File: src/rtl/dma_reg_pkg.sv
`default_nettype none
// ============================================================================
//  Module      : dma_reg_pkg
//  Description : Shared types and sizing for the DMA request/priority arbiter.
//  Revision    : 1.0  initial release
// ============================================================================
package dma_reg_pkg;

   localparam int DMA_NUM_CH = 4;
   localparam int DMA_CH_W   = $clog2(DMA_NUM_CH);

   typedef enum logic [1:0] {
      ARB_IDLE    = 2'd0,
      ARB_REQ     = 2'd1,
      ARB_GRANT   = 2'd2,
      ARB_RELEASE = 2'd3
   } arb_state_t;

endpackage
`default_nettype wire

File: src/rtl/dma_priority_arbiter_if.sv
`default_nettype none
// ============================================================================
//  Module      : dma_priority_arbiter_if
//  Description : Request, hold-handshake and grant signals of the DMA arbiter.
//  Revision    : 1.0  initial release
// ============================================================================
interface dma_priority_arbiter_if
   import dma_reg_pkg::*;
#(
   parameter int NUM_CH = DMA_NUM_CH,
   parameter int CH_W   = (NUM_CH > 1) ? $clog2(NUM_CH) : 1
) ();

   logic [NUM_CH-1:0] dreq;
   logic              hlda;
   logic              dma_en;
   logic              priority_type;
   logic              dreq_sense;
   logic              dack_sense;
   logic [NUM_CH-1:0] mask_bits;
   logic [NUM_CH-1:0] sw_req;
   logic              svc_done;
   logic              hrq;
   logic [NUM_CH-1:0] dack;
   logic              grant_valid;
   logic [CH_W-1:0]   grant_ch;
   logic [NUM_CH-1:0] sw_req_clr;

   modport slave (
      input  dreq, hlda, dma_en, priority_type, dreq_sense, dack_sense,
             mask_bits, sw_req, svc_done,
      output hrq, dack, grant_valid, grant_ch, sw_req_clr
   );

   modport master (
      output dreq, hlda, dma_en, priority_type, dreq_sense, dack_sense,
             mask_bits, sw_req, svc_done,
      input  hrq, dack, grant_valid, grant_ch, sw_req_clr
   );

endinterface
`default_nettype wire

File: src/rtl/dma_prio_encoder.sv
`default_nettype none
// ============================================================================
//  Module      : dma_prio_encoder
//  Description : Combinational fixed/rotating priority encoder; the search
//                starts at ptr_i when rotate_en_i is set, else at channel 0.
//  Revision    : 1.0  initial release
// ============================================================================
module dma_prio_encoder
   import dma_reg_pkg::*;
#(
   parameter int NUM_CH = DMA_NUM_CH,
   parameter int CH_W   = (NUM_CH > 1) ? $clog2(NUM_CH) : 1
) (
   input  logic [NUM_CH-1:0] req_i,
   input  logic [CH_W-1:0]   ptr_i,
   input  logic              rotate_en_i,
   output logic              any_o,
   output logic [CH_W-1:0]   idx_o
);

   logic [CH_W-1:0] base;
   logic [CH_W-1:0] cand;
   logic            found;

   always_comb begin
      base  = rotate_en_i ? ptr_i : '0;
      any_o = |req_i;
      idx_o = '0;
      found = 1'b0;
      cand  = '0;
      for (int k = 0; k < NUM_CH; k++) begin
         int c;
         c = int'(base) + k;
         if (c >= NUM_CH) begin
            c = c - NUM_CH;
         end
         cand = CH_W'(c);
         if (!found && req_i[cand]) begin
            idx_o = cand;
            found = 1'b1;
         end
      end
   end

endmodule
`default_nettype wire

File: src/rtl/dma_priority_arbiter.sv
`default_nettype none
// ============================================================================
//  Module      : dma_priority_arbiter
//  Description : DMA request resolver: merges DREQ/software requests, runs the
//                HRQ/HLDA hold handshake and drives DACK to the winning channel.
//                Option DMA_DREQ_SYNC_EN adds a 2-flop DREQ synchronizer.
//  Revision    : 1.0  initial release
// ============================================================================
module dma_priority_arbiter
   import dma_reg_pkg::*;
#(
   parameter int NUM_CH = DMA_NUM_CH
) (
   input  logic                   clk_i,
   input  logic                   rst_i,
   dma_priority_arbiter_if.slave  bus
);

   localparam int CH_W = (NUM_CH > 1) ? $clog2(NUM_CH) : 1;

   logic [NUM_CH-1:0] dreq_pol;
   logic [NUM_CH-1:0] dreq_act;
   logic [NUM_CH-1:0] pending;
   logic              pend_any;
   logic [CH_W-1:0]   win_idx;

   arb_state_t        state_q, state_d;
   logic              hrq_q, hrq_d;
   logic [NUM_CH-1:0] dack_q, dack_d;
   logic              grant_valid_q, grant_valid_d;
   logic [CH_W-1:0]   grant_ch_q, grant_ch_d;
   logic [NUM_CH-1:0] sw_req_clr_q, sw_req_clr_d;
   logic [CH_W-1:0]   ptr_q, ptr_d;

   // Polarity is removed before synchronizing so reset-zero flops read as "no request".
   assign dreq_pol = bus.dreq ^ {NUM_CH{bus.dreq_sense}};

`ifdef DMA_DREQ_SYNC_EN
   logic [NUM_CH-1:0] sync1_q;
   logic [NUM_CH-1:0] sync2_q;

   always_ff @(posedge clk_i or posedge rst_i) begin
      if (rst_i) begin
         sync1_q <= '0;
         sync2_q <= '0;
      end else begin
         sync1_q <= dreq_pol;
         sync2_q <= sync1_q;
      end
   end

   assign dreq_act = sync2_q;
`else
   assign dreq_act = dreq_pol;
`endif

   // Software requests are not subject to the channel mask.
   assign pending = (dreq_act & ~bus.mask_bits) | bus.sw_req;

   dma_prio_encoder #(
      .NUM_CH (NUM_CH),
      .CH_W   (CH_W)
   ) u_enc (
      .req_i       (pending),
      .ptr_i       (ptr_q),
      .rotate_en_i (bus.priority_type),
      .any_o       (pend_any),
      .idx_o       (win_idx)
   );

   always_comb begin
      state_d       = state_q;
      hrq_d         = hrq_q;
      dack_d        = dack_q;
      grant_valid_d = grant_valid_q;
      grant_ch_d    = grant_ch_q;
      sw_req_clr_d  = '0;
      ptr_d         = ptr_q;
      case (state_q)
         ARB_IDLE: begin
            if (bus.dma_en && pend_any) begin
               state_d = ARB_REQ;
               hrq_d   = 1'b1;
            end
         end
         ARB_REQ: begin
            if (!pend_any) begin
               state_d = ARB_IDLE;
               hrq_d   = 1'b0;
            end else if (bus.hlda) begin
               state_d       = ARB_GRANT;
               grant_ch_d    = win_idx;
               grant_valid_d = 1'b1;
               dack_d        = NUM_CH'(1) << win_idx;
            end
         end
         ARB_GRANT: begin
            // Completion wins over a simultaneous HLDA drop.
            if (bus.svc_done) begin
               state_d       = ARB_RELEASE;
               hrq_d         = 1'b0;
               dack_d        = '0;
               grant_valid_d = 1'b0;
               sw_req_clr_d  = NUM_CH'(1) << grant_ch_q;
               ptr_d         = (grant_ch_q == CH_W'(NUM_CH - 1)) ? '0
                                                                 : grant_ch_q + CH_W'(1);
            end else if (!bus.hlda) begin
               state_d       = ARB_IDLE;
               hrq_d         = 1'b0;
               dack_d        = '0;
               grant_valid_d = 1'b0;
            end
         end
         ARB_RELEASE: begin
            if (!bus.hlda) begin
               state_d = ARB_IDLE;
            end
         end
         default: begin
            state_d = ARB_IDLE;
         end
      endcase
   end

   always_ff @(posedge clk_i or posedge rst_i) begin
      if (rst_i) begin
         state_q       <= ARB_IDLE;
         hrq_q         <= 1'b0;
         dack_q        <= '0;
         grant_valid_q <= 1'b0;
         grant_ch_q    <= '0;
         sw_req_clr_q  <= '0;
         ptr_q         <= '0;
      end else begin
         state_q       <= state_d;
         hrq_q         <= hrq_d;
         dack_q        <= dack_d;
         grant_valid_q <= grant_valid_d;
         grant_ch_q    <= grant_ch_d;
         sw_req_clr_q  <= sw_req_clr_d;
         ptr_q         <= ptr_d;
      end
   end

   assign bus.hrq         = hrq_q;
   assign bus.dack        = dack_q ^ {NUM_CH{~bus.dack_sense}};
   assign bus.grant_valid = grant_valid_q;
   assign bus.grant_ch    = grant_ch_q;
   assign bus.sw_req_clr  = sw_req_clr_q;

endmodule
`default_nettype wire

File: src/flat_wrapper.sv
// flat-port wrapper written by rule: the top's interface ports become plain ports
module dma_priority_arbiter_flat import dma_reg_pkg::*;
#(
   parameter int NUM_CH = DMA_NUM_CH
)
  (clk_i, rst_i, bus_dreq, bus_hlda, bus_dma_en, bus_priority_type, bus_dreq_sense, bus_dack_sense, bus_mask_bits, bus_sw_req, bus_svc_done, bus_hrq, bus_dack, bus_grant_valid, bus_grant_ch, bus_sw_req_clr);
  dma_priority_arbiter_if #(.NUM_CH(NUM_CH)) bus_i ();
  input  logic clk_i;
  input  logic rst_i;
  input wire logic [$bits(bus_i.dreq)-1:0] bus_dreq;
  input wire logic [$bits(bus_i.hlda)-1:0] bus_hlda;
  input wire logic [$bits(bus_i.dma_en)-1:0] bus_dma_en;
  input wire logic [$bits(bus_i.priority_type)-1:0] bus_priority_type;
  input wire logic [$bits(bus_i.dreq_sense)-1:0] bus_dreq_sense;
  input wire logic [$bits(bus_i.dack_sense)-1:0] bus_dack_sense;
  input wire logic [$bits(bus_i.mask_bits)-1:0] bus_mask_bits;
  input wire logic [$bits(bus_i.sw_req)-1:0] bus_sw_req;
  input wire logic [$bits(bus_i.svc_done)-1:0] bus_svc_done;
  output wire logic [$bits(bus_i.hrq)-1:0] bus_hrq;
  output wire logic [$bits(bus_i.dack)-1:0] bus_dack;
  output wire logic [$bits(bus_i.grant_valid)-1:0] bus_grant_valid;
  output wire logic [$bits(bus_i.grant_ch)-1:0] bus_grant_ch;
  output wire logic [$bits(bus_i.sw_req_clr)-1:0] bus_sw_req_clr;
  assign bus_i.dreq = bus_dreq;
  assign bus_i.hlda = bus_hlda;
  assign bus_i.dma_en = bus_dma_en;
  assign bus_i.priority_type = bus_priority_type;
  assign bus_i.dreq_sense = bus_dreq_sense;
  assign bus_i.dack_sense = bus_dack_sense;
  assign bus_i.mask_bits = bus_mask_bits;
  assign bus_i.sw_req = bus_sw_req;
  assign bus_i.svc_done = bus_svc_done;
  assign bus_hrq = bus_i.hrq;
  assign bus_dack = bus_i.dack;
  assign bus_grant_valid = bus_i.grant_valid;
  assign bus_grant_ch = bus_i.grant_ch;
  assign bus_sw_req_clr = bus_i.sw_req_clr;
  dma_priority_arbiter #(.NUM_CH(NUM_CH)) u_core (.clk_i(clk_i), .rst_i(rst_i), .bus(bus_i));
endmodule
File: config.mk
export PLATFORM = sky130hd
export DESIGN_NAME = dma_priority_arbiter_flat
export DESIGN_NICKNAME = d
export VERILOG_FILES = /design/src/rtl/dma_reg_pkg.sv /design/src/rtl/dma_priority_arbiter_if.sv /design/src/rtl/dma_prio_encoder.sv /design/src/rtl/dma_priority_arbiter.sv /design/src/flat_wrapper.sv
export SDC_FILE = /design/constraint.sdc
export NUM_CORES = 1
export LEC_CHECK = 0
export ABC_AREA = 1
export CAP_MARGIN = 15
export CORE_UTILIZATION = 53
export DETAILED_ROUTE_END_ITERATION = 10
export GPL_TIMING_DRIVEN = 0
export PLACE_DENSITY = 0.85
export SETUP_SLACK_MARGIN = 0.1
export SLEW_MARGIN = 0
export SYNTH_ARGS = -nofsm -noshare
export SYNTH_HDL_FRONTEND = slang
export SYNTH_SLANG_ARGS = --single-unit
File: constraint.sdc
create_clock -name clk_i -period 4.09 [get_ports clk_i]
set_input_delay 1.227 -clock clk_i [delete_from_list [all_inputs] [get_ports clk_i]]
set_output_delay 1.227 -clock clk_i [all_outputs]
set_load 0.02 [all_outputs]
==> impl_metrics.env, run 1 <==
export IMPL_fin_cells=240
export IMPL_yosysWarnings=0
export IMPL_synth_top_family_by_area="simple AND/OR/NAND/NOR gates"
export IMPL_ys_seq_area_frac=0.3045
export IMPL_num_vias=1206
export IMPL_cp_startpoint="bus_dack_sense"
export IMPL_critPathMaxFanout=4
export IMPL_fp_dieH_um=51.81
export IMPL_gp_congestion=0.8364
export IMPL_wl_per_cell_um=11.23
export IMPL_synthDistinctLibCells=22
export IMPL_endpoint="bus_dack[3]"
export IMPL_cp_arrival_ns=2.23
export IMPL_synth_top_area_frac=0.3045
export IMPL_post_cts_buffers=0
export IMPL_p_per_area_nw_per_um2=529.0
export IMPL_holdBufCountCts=0
export IMPL_relSlewSlack=0.6053
export IMPL_setup_ws_ns=0.6374
export IMPL_drtIter0Drc=25
export IMPL_preCtsSetupSlack_ns=0.6236
export IMPL_clockRootBuffer="clkbuf_4"
export IMPL_area_delta_synth_final_pct=28.26
export IMPL_insertion_delay_ns=0.29
export IMPL_layout_commonest_cell="nand2_1"
export IMPL_synth_nets=206
export IMPL_cp_num_buf_inv=2
export IMPL_cts_made_buffers=3
export IMPL_clock_sink_count=16
export IMPL_tns_ns=0
export IMPL_die_w_um=51.81
export IMPL_grt_pass1_vias=1118
export IMPL_synth_xor_area_frac=0.02664
export IMPL_met3_usage=0.05263
export IMPL_end_kind="output port"
export IMPL_cp_cell_sequence="clkbuf_1 > xnor2_1 > clkdlybuf4s50_1"
export IMPL_min_delay_start="u_core.bus.grant_valid"
export IMPL_use_met1=0.2712
export IMPL_finClkSkew_ns=0.005146
export IMPL_hold_violations=0
export IMPL_hpwl_mm=2.185
export IMPL_cp_num_cells=3
export IMPL_grt_pass1_wl_mm=4.623
export IMPL_rr_worst_depth=8
export IMPL_max_stage_delay_ns=0.62
export IMPL_grt_max_degree=17
export IMPL_final_period_utilization=0.8442
export IMPL_grt_busiest_layer="met2"
export IMPL_synthAdderAreaFrac=0.07612
export IMPL_final_nets=241
export IMPL_wirelength_mm=2.695
export IMPL_holdPathStages=2
export IMPL_via_per_inst=5.025
export IMPL_final_cell_mix="46 x nand2_1, 30 x inv_1, 30 x clkdlybuf4s50_1"
export IMPL_rr_startpoint="u_core.state_q[0]"
export IMPL_cts_clk_slew_worst_paths_ns=0.09
export IMPL_cts_tree="built"
export IMPL_cpMaxStageDelayCell="clkdlybuf4s50_1"
export IMPL_status="finished clean"
export IMPL_required_ns=2.86
export IMPL_route_detailed_drc=0
export IMPL_yosysTopAreaCell="dfrtp_1"
export IMPL_diodes=0
export IMPL_ctsResizeCount=0
export IMPL_cellLeakagePower_uw=0.0008839
export IMPL_io_pins=32
export IMPL_row_count=17
export IMPL_max_vdd_ir_drop_uv=540.6
export IMPL_grt_overflow_total=0
export IMPL_tightest_slew_ns=0.5914
export IMPL_max_clock_freq_ghz=0.2896
export IMPL_maxCapViolations=0
export IMPL_first_pass_iters=4
export IMPL_synth_compound_area_frac=0.06089
export IMPL_globalRouteMet2Util=0.4394
export IMPL_antenna_found_initial=0
export IMPL_synth_area_leaders="dfrtp_1 30%, nand2_1 13%, nand3_2 11%, inv_1 8.6%, ha_1 7.6%"
export IMPL_worstSetupPathType="primary input to output port"
export IMPL_period_needed_ns=3.453
export IMPL_setup_viol=0
export IMPL_initial_utilization=0.5778
export IMPL_start_kind="primary input"
export IMPL_synth_area_um2=1315
export IMPL_clockBufferDepth=2
export IMPL_muxShareOfSynthArea=0
export IMPL_fillerInstances=194
export IMPL_hp_class="flip-flop to flip-flop"
export IMPL_dp_cells=236
export IMPL_netlist_instances=178
export IMPL_reg2reg_slack_ns=2.49
export IMPL_grt_usage=0.2360
export IMPL_avgSynthCellArea_um2=7.388
export IMPL_rsz0062_at_grt="false"
export IMPL_cts_max_level=1
export IMPL_antenna_left=0
export IMPL_synthSimpleGateAreaFrac=0.4253
export IMPL_drive_above_1_share=0.1981
export IMPL_drv_slew=0
export IMPL_core_um2=2276
export IMPL_rr_endpoint="u_core.state_q[1]"
export IMPL_die_area_um2=2684
export IMPL_portBuffers=30
export IMPL_synth_seq_cells=16
export IMPL_worst_path_dominant_cell_family="buffers and inverters"
==> power breakdown <==
| part | leakage [uW] | internal, uW | switching [uW] |
|---|---|---|---|
| sequential | 0.000210 | 210 | 44.4 |
| combinational | 0.000653 | 212 | 321 |
| clock | 0.0000210 | 54.3 | 49.4 |
| total | 0.000884 | 477 | 415 |
==> layer usage <==
metal	vias up	wire [um]
li1	623	-
met1	548	1166
met2	30	1395
met3	5	116
met4	0	17
met5	-	0
==> Yosys cell counts, drive strengths merged <==
cell type and n:
clkinv 1, dfrtp 16, clkbuf 1, nand4 4, o21ai 11, ha 8
xnor2 4, a21oi 1, inv 34, nand3 27, nor2 11, a31oi 2
nand2 58
==> metrics by stage <==
| step | hold WS (ns) | power (uW) | utilization | area (um2) |
|---|---|---|---|---|
| after CTS | 0.5021 | 893.1 | 0.7411 | 1687 |
| after detailed placement | 0.4791 | 784.4 | 0.7251 | 1650 |
| after global routing | 0.5388 | 973.2 | 0.7411 | 1687 |
| final | 0.5006 | 892.1 | 0.7411 | 1687 |
| after floorplan | 0.4693 | 619.9 | - | 1315 |
| after global placement | 0.4638 | 762.3 | 0.7251 | 1650 |
==> cell families (layout without fill, tap and decap cells) <==
logic type | after synthesis | in the layout
adder cells (fa/ha/maj) | 8 | 8
XOR/XNOR | 4 | 4
flip-flops | 16 | 16
AND/OR/NAND/NOR | 100 | 100
buffers and inverters | 36 | 70
AO/OA/AOI/OAI | 14 | 14
==> registers in the layout, indices dropped and copies added (netlist names) <==
name,flops
u_core.bus.hrq,1
u_core.bus.sw_req_clr,4
u_core.dack_q,4
u_core.bus.grant_ch,2
u_core.ptr_q,2
u_core.bus.grant_valid,1
u_core.state_q,2
==> worst reg2reg max path, delay by kind of cell, from the launching register on <==
family / cells / cell delay [ns]
DFF: 1 / 0.41
AOI/OAI and AO/OA: 3 / 0.34
and+or+nand+nor: 2 / 0.28
adders and majority gates: 1 / 0.23
buffers and inverters: 2 / 0.22
==> how the worst min path moves through the flow <==
stage / to / slack, ns
global placement: u_core.bus.grant_valid / 0.46
detailed placement: u_core.bus.grant_valid / 0.48
CTS: u_core.bus.grant_valid / 0.50
global route: u_core.bus.grant_valid / 0.54
floorplan: u_core.dack_q[2] / 0.47
finish: u_core.bus.grant_valid / 0.50
==> final cells by class <==
class                   instances  area [um2]  area share
multi-input cells             126       774.5      0.4592
flip-flops and latches         16       400.4      0.2374
inverters                      35       136.4     0.08086
repair buffers                 30       300.3      0.1780
plain buffers                   1       3.754    0.002226
clock buffers                   4       36.28     0.02151
well taps                      28       35.03     0.02077
No activity file was read; power rests on OpenSTA's default activity.
==> run 2, diff against run 1 <==
--- a/config.mk
+++ b/config.mk
@@ -7,10 +7,10 @@
 export LEC_CHECK = 0
 export ABC_AREA = 1
 export CAP_MARGIN = 15
-export CORE_UTILIZATION = 53
+export CORE_UTILIZATION = 49
 export DETAILED_ROUTE_END_ITERATION = 10
 export GPL_TIMING_DRIVEN = 0
-export PLACE_DENSITY = 0.85
+export PLACE_DENSITY = 0.79
 export SETUP_SLACK_MARGIN = 0.1
 export SLEW_MARGIN = 0
 export SYNTH_ARGS = -nofsm -noshare
==> constraint.sdc (replaced) <==
create_clock -name clk_i -period 3.2 [get_ports clk_i]
set_input_delay 0.96 -clock clk_i [delete_from_list [all_inputs] [get_ports clk_i]]
set_output_delay 0.96 -clock clk_i [all_outputs]
set_load 0.02 [all_outputs]
==> run 2 against run 1 <==
Net effect: register-to-register slack got worse by 0.84 ns; via count rose by 2.6%; global-route usage fell by 1.3 points; sequential share of layout area barely moved; final cell count rose by 0.83%.
==> impl_metrics.env, run 2 (same netlist as run 1, synthesis figures left out) <==
export IMPL_status="finished clean"
export IMPL_end_kind="output port"
export IMPL_finClkSkew_ns=0.002855
export IMPL_clock_sink_count=16
export IMPL_cellLeakagePower_uw=0.0008839
export IMPL_diodes=0
export IMPL_tightest_slew_ns=0.5900
export IMPL_num_vias=1237
export IMPL_relSlewSlack=0.6062
export IMPL_portBuffers=30
export IMPL_max_vdd_ir_drop_uv=685.3
export IMPL_wirelength_mm=2.786
export IMPL_layout_commonest_cell="nand2_1"
export IMPL_cts_tree="built"
export IMPL_initial_utilization=0.5260
export IMPL_final_period_utilization=0.9133
export IMPL_ctsResizeCount=0
export IMPL_hpwl_mm=2.318
export IMPL_antenna_found_initial=0
export IMPL_post_cts_buffers=0
export IMPL_p_total_uw=1140
export IMPL_drive_above_1_share=0.1981
export IMPL_io_pins=32
export IMPL_rsz0062_at_grt="false"
export IMPL_final_nets=241
export IMPL_grt_overflow_total=0
export IMPL_required_ns=2.24
export IMPL_via_per_inst=5.112
export IMPL_cts_max_level=1
export IMPL_period_needed_ns=2.922
export IMPL_grt_usage=0.2233
export IMPL_final_cell_mix="46 x nand2_1, 30 x inv_1, 30 x clkdlybuf4s50_1"
export IMPL_insertion_delay_ns=0.29
export IMPL_die_w_um=53.81
export IMPL_maxCapViolations=0
export IMPL_start_kind="primary input"
export IMPL_fp_dieH_um=53.81
export IMPL_row_count=18
export IMPL_cts_made_buffers=3
export IMPL_holdBufCountCts=0
export IMPL_hp_class="flip-flop to flip-flop"
export IMPL_wl_per_cell_um=11.51
export IMPL_clockBufferDepth=2
export IMPL_p_per_area_nw_per_um2=675.1
export IMPL_core_um2=2500
export IMPL_antenna_left=0
export IMPL_cts_clk_slew_worst_paths_ns=0.09
export IMPL_max_clock_freq_ghz=0.3422
export IMPL_cp_arrival_ns=1.96
export IMPL_die_area_um2=2895
export IMPL_critPathMaxFanout=4
export IMPL_clockRootBuffer="clkbuf_4"
export IMPL_grt_max_degree=17
export IMPL_setup_viol=0
export IMPL_tns_ns=0
export IMPL_gp_congestion=0.8705
export IMPL_drtIter0Drc=27
export IMPL_grt_pass1_wl_mm=4.664
export IMPL_drv_slew=0
export IMPL_worstSetupPathType="primary input to output port"
export IMPL_hold_violations=0
export IMPL_first_pass_iters=4
export IMPL_area_delta_synth_final_pct=28.45
export IMPL_route_detailed_drc=0
export IMPL_grt_pass1_vias=1160
run 2: routing by layer:
| layer | vias to the layer above | track usage | wire (um) |
|---|---|---|---|
| met3 | 8 | 0.04237 | 121 |
| met5 | - | 0 | 0 |
| met2 | 40 | 0.4136 | 1426 |
| met4 | 0 | 0.09649 | 57 |
| met1 | 560 | 0.2427 | 1180 |
| li1 | 629 | - | - |
run 2: path summary, 6_finish.rpt:
kind                       slack (ns)  depth (start not counted)                  endpoint                    from
setup / recovery                 0.28                          3               bus_dack[3]          bus_dack_sense
hold / removal                   0.48                          2    u_core.bus.grant_valid  u_core.bus.grant_valid
setup reg to reg                 1.65                          8         u_core.state_q[1]       u_core.state_q[0]
hold reg to reg                  0.48                          2    u_core.bus.grant_valid  u_core.bus.grant_valid
max in group asynchronous        1.80                          2  u_core.bus.sw_req_clr[0]                   rst_i
min in group asynchronous        1.02                          2           u_core.ptr_q[0]                   rst_i
run 2: final cells by class:
type,count,area (um2)
plain buffers,1,3.754
fillers,211,810.8
well taps,30,37.54
inverters,35,136.4
repair buffers,30,300.3
flip-flops and latches,16,400.4
clock buffers,4,36.28
multi-input cells,126,774.5
run 2: power breakdown:
group	internal [uW]	switching (uW)
Combinational	270	409
Sequential	269	57.7
Clock	69.3	64.9
run 2: critical path: stages:
cell	delay (ns)
clkbuf_1	0.22
xnor2_1	0.16
clkdlybuf4s50_1	0.62
run 2: metrics by stage:
| stage | setup WS, ns | util | hold WS, ns | area (um2) | std cells |
|---|---|---|---|---|---|
| 2_1_floorplan | 0.7198 | - | 0.4693 | 1315 | 178 |
| 3_3_place_gp | 0.3019 | 0.6612 | 0.4639 | 1653 | 238 |
| 3_5_place_dp | 0.2527 | 0.6612 | 0.4650 | 1653 | 238 |
| 4_1_cts | 0.2512 | 0.6757 | 0.4877 | 1689 | 242 |
| 5_1_grt | 0.1822 | 0.6757 | 0.5003 | 1689 | 242 |
| 6_report | 0.2776 | 0.6757 | 0.4834 | 1689 | 242 |
